## src/rtl/virgule_pkg.sv

```systemverilog
// virgule_pkg: shared register offsets, timer control layout and bus lane merge helper
package virgule_pkg;
  localparam logic [2:0] TIMER_CTRL     = 3'd0;
  localparam logic [2:0] TIMER_PRESCALE = 3'd1;
  localparam logic [2:0] TIMER_COMPARE  = 3'd2;
  localparam logic [2:0] TIMER_COUNT    = 3'd3;
  localparam logic [2:0] TIMER_STATUS   = 3'd4;
  typedef struct packed {
    logic periodic;
    logic irq_en;
    logic enable;
  } timer_ctrl_t;
  // Replace only the byte lanes whose strobe is set.
  function automatic logic [31:0] merge_wstrobe(input logic [31:0] old, input logic [31:0] wdata,
                                                input logic [3:0] wstrobe);
    logic [31:0] r;
    for (int i = 0; i < 4; i++) r[8*i+:8] = wstrobe[i] ? wdata[8*i+:8] : old[8*i+:8];
    return r;
  endfunction
endpackage

```

## src/rtl/virgule_timer_prescaler.sv

```systemverilog
// virgule_timer_prescaler: divides clk down to one tick every prescale+1 cycles while enabled
module virgule_timer_prescaler #(
  parameter int WIDTH = 16
) (
  input  logic             clk,
  input  logic             reset,
  input  logic             enable_i,
  input  logic             restart_i,
  input  logic [WIDTH-1:0] prescale_i,
  output logic             tick_o
);
  logic [WIDTH-1:0] cnt_q, cnt_d;
  assign tick_o = enable_i & (cnt_q == prescale_i);
  assign cnt_d = (!enable_i || restart_i || tick_o) ? '0 : cnt_q + WIDTH'(1);
  // Divider count, parked at zero while the timer is off.
  always_ff @(posedge clk or negedge reset) begin
    if (!reset) cnt_q <= '0;
    else cnt_q <= cnt_d;
  end
endmodule

```

## src/rtl/virgule_timer.sv

```systemverilog
// virgule_timer: memory-mapped down-counting timer with prescaler, one-shot/periodic modes and level irq
module virgule_timer
  import virgule_pkg::*;
#(
  parameter int PRESCALE_WIDTH = 16,
  parameter int COUNT_WIDTH    = 32
) (
  input  logic        clk,
  input  logic        reset,
  input  logic        bus_valid_i,
  input  logic [31:0] bus_address_i,
  input  logic [3:0]  bus_wstrobe_i,
  input  logic [31:0] bus_wdata_i,
  output logic        bus_ready_o,
  output logic [31:0] bus_rdata_o,
  output logic        bus_irq_o
);
  timer_ctrl_t               ctrl_q, ctrl_d, ctrl_w;
  logic [PRESCALE_WIDTH-1:0] prescale_q, prescale_d;
  logic [COUNT_WIDTH-1:0]    compare_q, compare_d, count_q, count_d;
  logic                      event_q, event_d, irq_q, ready_q;
  logic [31:0]               rdata_q, rd_val;
  logic [2:0]                off;
  logic                      acc, wr, tick, fire, clr, restart;
  logic                      unused_addr;
  assign off = bus_address_i[4:2];
  assign unused_addr = ^{bus_address_i[31:5], bus_address_i[1:0]};
  assign acc = bus_valid_i & ~ready_q;
  assign wr = acc & (|bus_wstrobe_i);
  assign fire = tick & (count_q == '0);
  assign clr = wr & (off == TIMER_STATUS) & bus_wstrobe_i[0] & bus_wdata_i[0];
  assign ctrl_w = timer_ctrl_t'(3'(merge_wstrobe({29'd0, ctrl_q}, bus_wdata_i, bus_wstrobe_i)));
  assign restart = wr & (off == TIMER_CTRL) & ctrl_w.enable & ~ctrl_q.enable;
  // A new event always wins over a simultaneous write-1-clear.
  assign event_d = fire | (event_q & ~clr);
  virgule_timer_prescaler #(.WIDTH(PRESCALE_WIDTH)) u_prescaler (
    .clk       (clk),
    .reset     (reset),
    .enable_i  (ctrl_q.enable),
    .restart_i (restart),
    .prescale_i(prescale_q),
    .tick_o    (tick)
  );
  // Read mux over the register map; unmapped offsets read zero.
  always_comb begin
    rd_val = off == TIMER_CTRL     ? {29'd0, ctrl_q} :
             off == TIMER_PRESCALE ? 32'(prescale_q) :
             off == TIMER_COMPARE  ? 32'(compare_q) :
             off == TIMER_COUNT    ? 32'(count_q) :
             off == TIMER_STATUS   ? {31'd0, event_q} : '0;
  end
  // Tick-driven count/auto-disable first, then bus writes override them.
  always_comb begin
    ctrl_d = ctrl_q;
    prescale_d = prescale_q;
    compare_d = compare_q;
    count_d = count_q;
    if (tick) count_d = fire ? (ctrl_q.periodic ? compare_q : count_q) : count_q - COUNT_WIDTH'(1);
    if (fire && !ctrl_q.periodic) ctrl_d.enable = 1'b0;
    if (wr && off == TIMER_CTRL) ctrl_d = ctrl_w;
    if (wr && off == TIMER_PRESCALE)
      prescale_d = PRESCALE_WIDTH'(merge_wstrobe(32'(prescale_q), bus_wdata_i, bus_wstrobe_i));
    if (wr && off == TIMER_COMPARE)
      compare_d = COUNT_WIDTH'(merge_wstrobe(32'(compare_q), bus_wdata_i, bus_wstrobe_i));
    if (wr && off == TIMER_COUNT)
      count_d = COUNT_WIDTH'(merge_wstrobe(32'(count_q), bus_wdata_i, bus_wstrobe_i));
  end
  // Register file, handshake and irq; read data is captured on the acknowledging edge.
  always_ff @(posedge clk or negedge reset) begin
    if (!reset) begin
      ctrl_q <= '0;
      prescale_q <= '0;
      compare_q <= '0;
      count_q <= '0;
      event_q <= 1'b0;
      irq_q <= 1'b0;
      ready_q <= 1'b0;
      rdata_q <= '0;
    end else begin
      ctrl_q <= ctrl_d;
      prescale_q <= prescale_d;
      compare_q <= compare_d;
      count_q <= count_d;
      event_q <= event_d;
      irq_q <= event_q & ctrl_q.irq_en;
      ready_q <= acc;
      rdata_q <= acc ? rd_val : '0;
    end
  end
  assign bus_ready_o = ready_q;
  assign bus_rdata_o = rdata_q;
  assign bus_irq_o = irq_q;
endmodule

```

## config.mk

```make
export PLATFORM = sky130hd
export DESIGN_NAME = virgule_timer
export DESIGN_NICKNAME = d
export VERILOG_FILES = /design/src/rtl/virgule_pkg.sv /design/src/rtl/virgule_timer_prescaler.sv /design/src/rtl/virgule_timer.sv
export SDC_FILE = /design/constraint.sdc
export NUM_CORES = 1
export LEC_CHECK = 0
export CAP_MARGIN = 20
export CORE_ASPECT_RATIO = 0.8
export CORE_MARGIN = 2
export CORE_UTILIZATION = 45
export CTS_CLUSTER_SIZE = 16
export DETAILED_ROUTE_END_ITERATION = 16
export PLACE_DENSITY = 0.69
export REMOVE_ABC_BUFFERS = 1
export SYNTH_ARGS = -nofsm -noshare
export SYNTH_HDL_FRONTEND = slang
export SYNTH_HIERARCHICAL = 1
export SYNTH_SLANG_ARGS = --single-unit
```

## constraint.sdc

```tcl
create_clock -name clk -period 9.2 [get_ports clk]
set_input_delay 1.38 -clock clk [delete_from_list [all_inputs] [get_ports clk]]
set_output_delay 1.38 -clock clk [all_outputs]
set_load 0.05 [all_outputs]
```

==> impl_metrics.ini <==
[place]
routabilityCongestion = 0.892
post-dp-hpwl_um = 13600
port_buffers = 75
placed_cell_area_um2 = 7920

[critical_path]
worstRegToRegCells = 10
crit-reg2reg-launch = u_prescaler/cnt_q[8]
cp-end-kind = flop
setup.worst_path.class = primary input to flop
worst-endpoint-arrival_ps = 5680
timing.critical_path.required_ps = 9570
critical_path.reg2reg.endpoint = count_q[8]
cp-start-kind = primary input
crit_path_max_fanout = 23
rrSetupSlack_ps = 4430

[floorplan]
die-area_um2 = 16600
core-area_um2 = 15100
chipWidth_um = 143
pin_count = 105
height_of_the_die_um = 116
starting_density_of_the_core = 0.463
std_cell_rows = 40

[yosys]
synth.ff_latch_count = 134
netlist_instances = 696
synth-edff-count = 0
post_synth_instance_area_um2 = 7010
asyncSetResetFlopFracSynth = 1.00
ys_dominant_reg_cell = sky130_fd_sc_hd__dfrtp_1
syn_area_per_cell_um2 = 10.1
number_of_warning_messages_in_the_yosys_log = 6
ys_seq_area_frac = 0.479
synthDistinctLibCells = 69

[global_routing]
use_met2 = 0.368
grtUsageMet1 = 0.347
grt_antenna_before_repair = 0
grt_pass1_wl_um = 30900
grt_pass1_vias = 5788
grt_overflow = 0
grt_start_max_net_pins = 79
global_route.peak_usage_layer = met2
groute.usage.overall = 0.243
grt.met3_usage = 0.0562

[clocking]
cts_max_path_buffers = 2
number_of_buffers_added_by_the_clock_tree_synthesis_step = 17
holdBufCountCts = 0
post_cts.resized_instances = 0
clkTransAtPathRegs_ps = 60
cts.htree.levels = 4
clk_root_buffer_cell = sky130_fd_sc_hd__clkbuf_16
postCtsSetupRepairBufs = 0
clock_sink_count = 134
tritoncts_clock_tree = built
clkLatencyLatePin_ps = 430

[layout]
fin_util = 0.563
area_delta_synth_final_pct = 21.4
layout-drive-gt1-share = 0.147
fin_area_um2 = 8510
final_net_count = 838
insertedDiodeCount = 0

[timing]
final.period_utilization = 0.578
timing.clock.skew_ps = 10.0
setup_repair_after_global_routing_missed_its_margin = no
final_max_slew_viol_count = 0
fmaxAchievable_mhz = 188
hold_slack_ps = 529
timing.final.crit_period_ps = 5310
fin_setup_tns_ps = 0
worstMarginPinSlew_ps = 1150
setup_viol_count_final = 0
final_hold_viol_count = 0
maxSlewHeadroom = 0.228

[routing]
initialDrtViolationCount = 538
drc = 0
drt.antenna.violating_nets = 0
routed_wire_length_per_instance_um = 19.6
drt_wl_total_um = 19400
via_count = 5898
firstDrtPassIters = 8
avg_vias_per_cell = 5.97

[power]
p_seq_frac = 0.441
switching_share = 0.316
cellPowerDensity_nw_per_um2 = 219
combPwrFrac = 0.208
clkPwrFrac = 0.351
cellLeakagePower_nw = 3.54
power_internal_mw = 1.28
netSwitchingPower_mw = 0.589
peakVddDrop_mv = 0.120

[hold_path]
hold_end = event_q
min_path_cells = 2
min_path_type = flop to flop
launch_instance_of_the_worst_min_delay_path = event_q

[run]
cap_violations = 0

[status]
status = finished clean
power groups by stage:
stage / sequential, mW / clock, mW / combinational (mW)
2_1_floorplan: 0.809 / 0 / 0.257
3_3_place_gp: 0.821 / 0 / 0.370
3_5_place_dp: 0.828 / 0 / 0.383
4_1_cts: 0.819 / 0.661 / 0.386
5_1_grt: 0.840 / 0.692 / 0.425
6_report: 0.823 / 0.655 / 0.388
critical path, cell delays in order:
cell and delay (ps):
sky130_fd_sc_hd__clkdlybuf4s50_1 1230, sky130_fd_sc_hd__and3b_1 940, sky130_fd_sc_hd__nand3_1 780, sky130_fd_sc_hd__nand2_1 530, sky130_fd_sc_hd__nor2_1 230, sky130_fd_sc_hd__buf_4 250, sky130_fd_sc_hd__o21ai_0 180, sky130_fd_sc_hd__o21a_1 140
Yosys cell counts, drive strengths merged, types with 10 or more instances:
cell type | instances | area (um^2)
buf | 10 | 65.1
dfrtp | 134 | 3350
nor4 | 17 | 113
xor2 | 13 | 114
a22oi | 16 | 120
mux2 | 62 | 702
nor2 | 76 | 285
nand3 | 23 | 115
a21oi | 35 | 175
nor3 | 15 | 80.1
o21ai | 38 | 201
xnor2 | 29 | 254
clkbuf | 22 | 82.6
inv | 13 | 48.8
nand2 | 68 | 263
kinds of logic after synthesis:
family,after synthesis,synth area share
and+or+nand+nor,245,0.175
DFF,134,0.479
AOI/OAI and AO/OA,158,0.152
buffers and inverters,46,0.0286
adders and majority gates,2,0.00357
muxes,69,0.110
xor gates and xnor gates,42,0.0525
how the worst max path moves through the flow:
| stage | start | endpoint | slack (ps) | depth (start not counted) |
|---|---|---|---|---|
| 2_1_floorplan | bus_wstrobe_i[1] | count_q[20] | 5500 | 6 |
| 3_3_place_gp | bus_address_i[2] | count_q[1] | 3750 | 8 |
| 3_5_place_dp | bus_address_i[2] | count_q[12] | 3600 | 8 |
| 4_1_cts | bus_address_i[2] | count_q[12] | 4060 | 8 |
| 5_1_grt | bus_address_i[2] | count_q[5] | 3800 | 8 |
| 6_report | bus_address_i[2] | count_q[12] | 3890 | 8 |
stage by stage:
| step | worst slack (ps) | total power [mW] | std cells |
|---|---|---|---|
| after detailed placement | 3600 | 1.21 | 955 |
| after floorplan | 5500 | 1.07 | 664 |
| after global placement | 3750 | 1.19 | 954 |
| after CTS | 4060 | 1.87 | 987 |
| after global routing | 3800 | 1.96 | 988 |
| final | 3890 | 1.87 | 988 |
sequential cells by signal, indices dropped and copies added (netlist names):
| name | cells |
|---|---|
| bus_irq_o | 1 |
| bus_rdata_o | 32 |
| bus_ready_o | 1 |
| compare_q | 32 |
| count_q | 32 |
| ctrl_q | 3 |
| event_q | 1 |
| prescale_q | 16 |
| u_prescaler/cnt_q | 16 |
cells in the final DEF (no fill, tap or decap), types with 14 or more instances in the layout:
cell type,instances
sky130_fd_sc_hd__dfrtp_1,134
sky130_fd_sc_hd__clkdlybuf4s50_1,74
sky130_fd_sc_hd__nand2_1,67
sky130_fd_sc_hd__clkbuf_16,17
sky130_fd_sc_hd__mux2_2,61
sky130_fd_sc_hd__nor3_1,14
sky130_fd_sc_hd__nor2_1,76
sky130_fd_sc_hd__nand3_1,23
sky130_fd_sc_hd__nor4_1,16
sky130_fd_sc_hd__xnor2_1,29
sky130_fd_sc_hd__o21ai_0,36
sky130_fd_sc_hd__a21oi_1,35
sky130_fd_sc_hd__a22oi_1,16
layout make-up:
class                   instances  area [um^2]
fillers                      1295         6610
multi-input cells             516         3450
flip-flops and latches        134         3350
repair buffers                 82          821
clock buffers                  18          429
well taps                     210          263
clock inverters                14          136
inverters                      14         52.6
metal layers:
layer,up-vias,part of all wire
li1,2671,-
met1,2972,0.47
met2,228,0.45
met3,27,0.063
met4,0,0.016
met5,-,0
(Power assumes the default switching activity.)
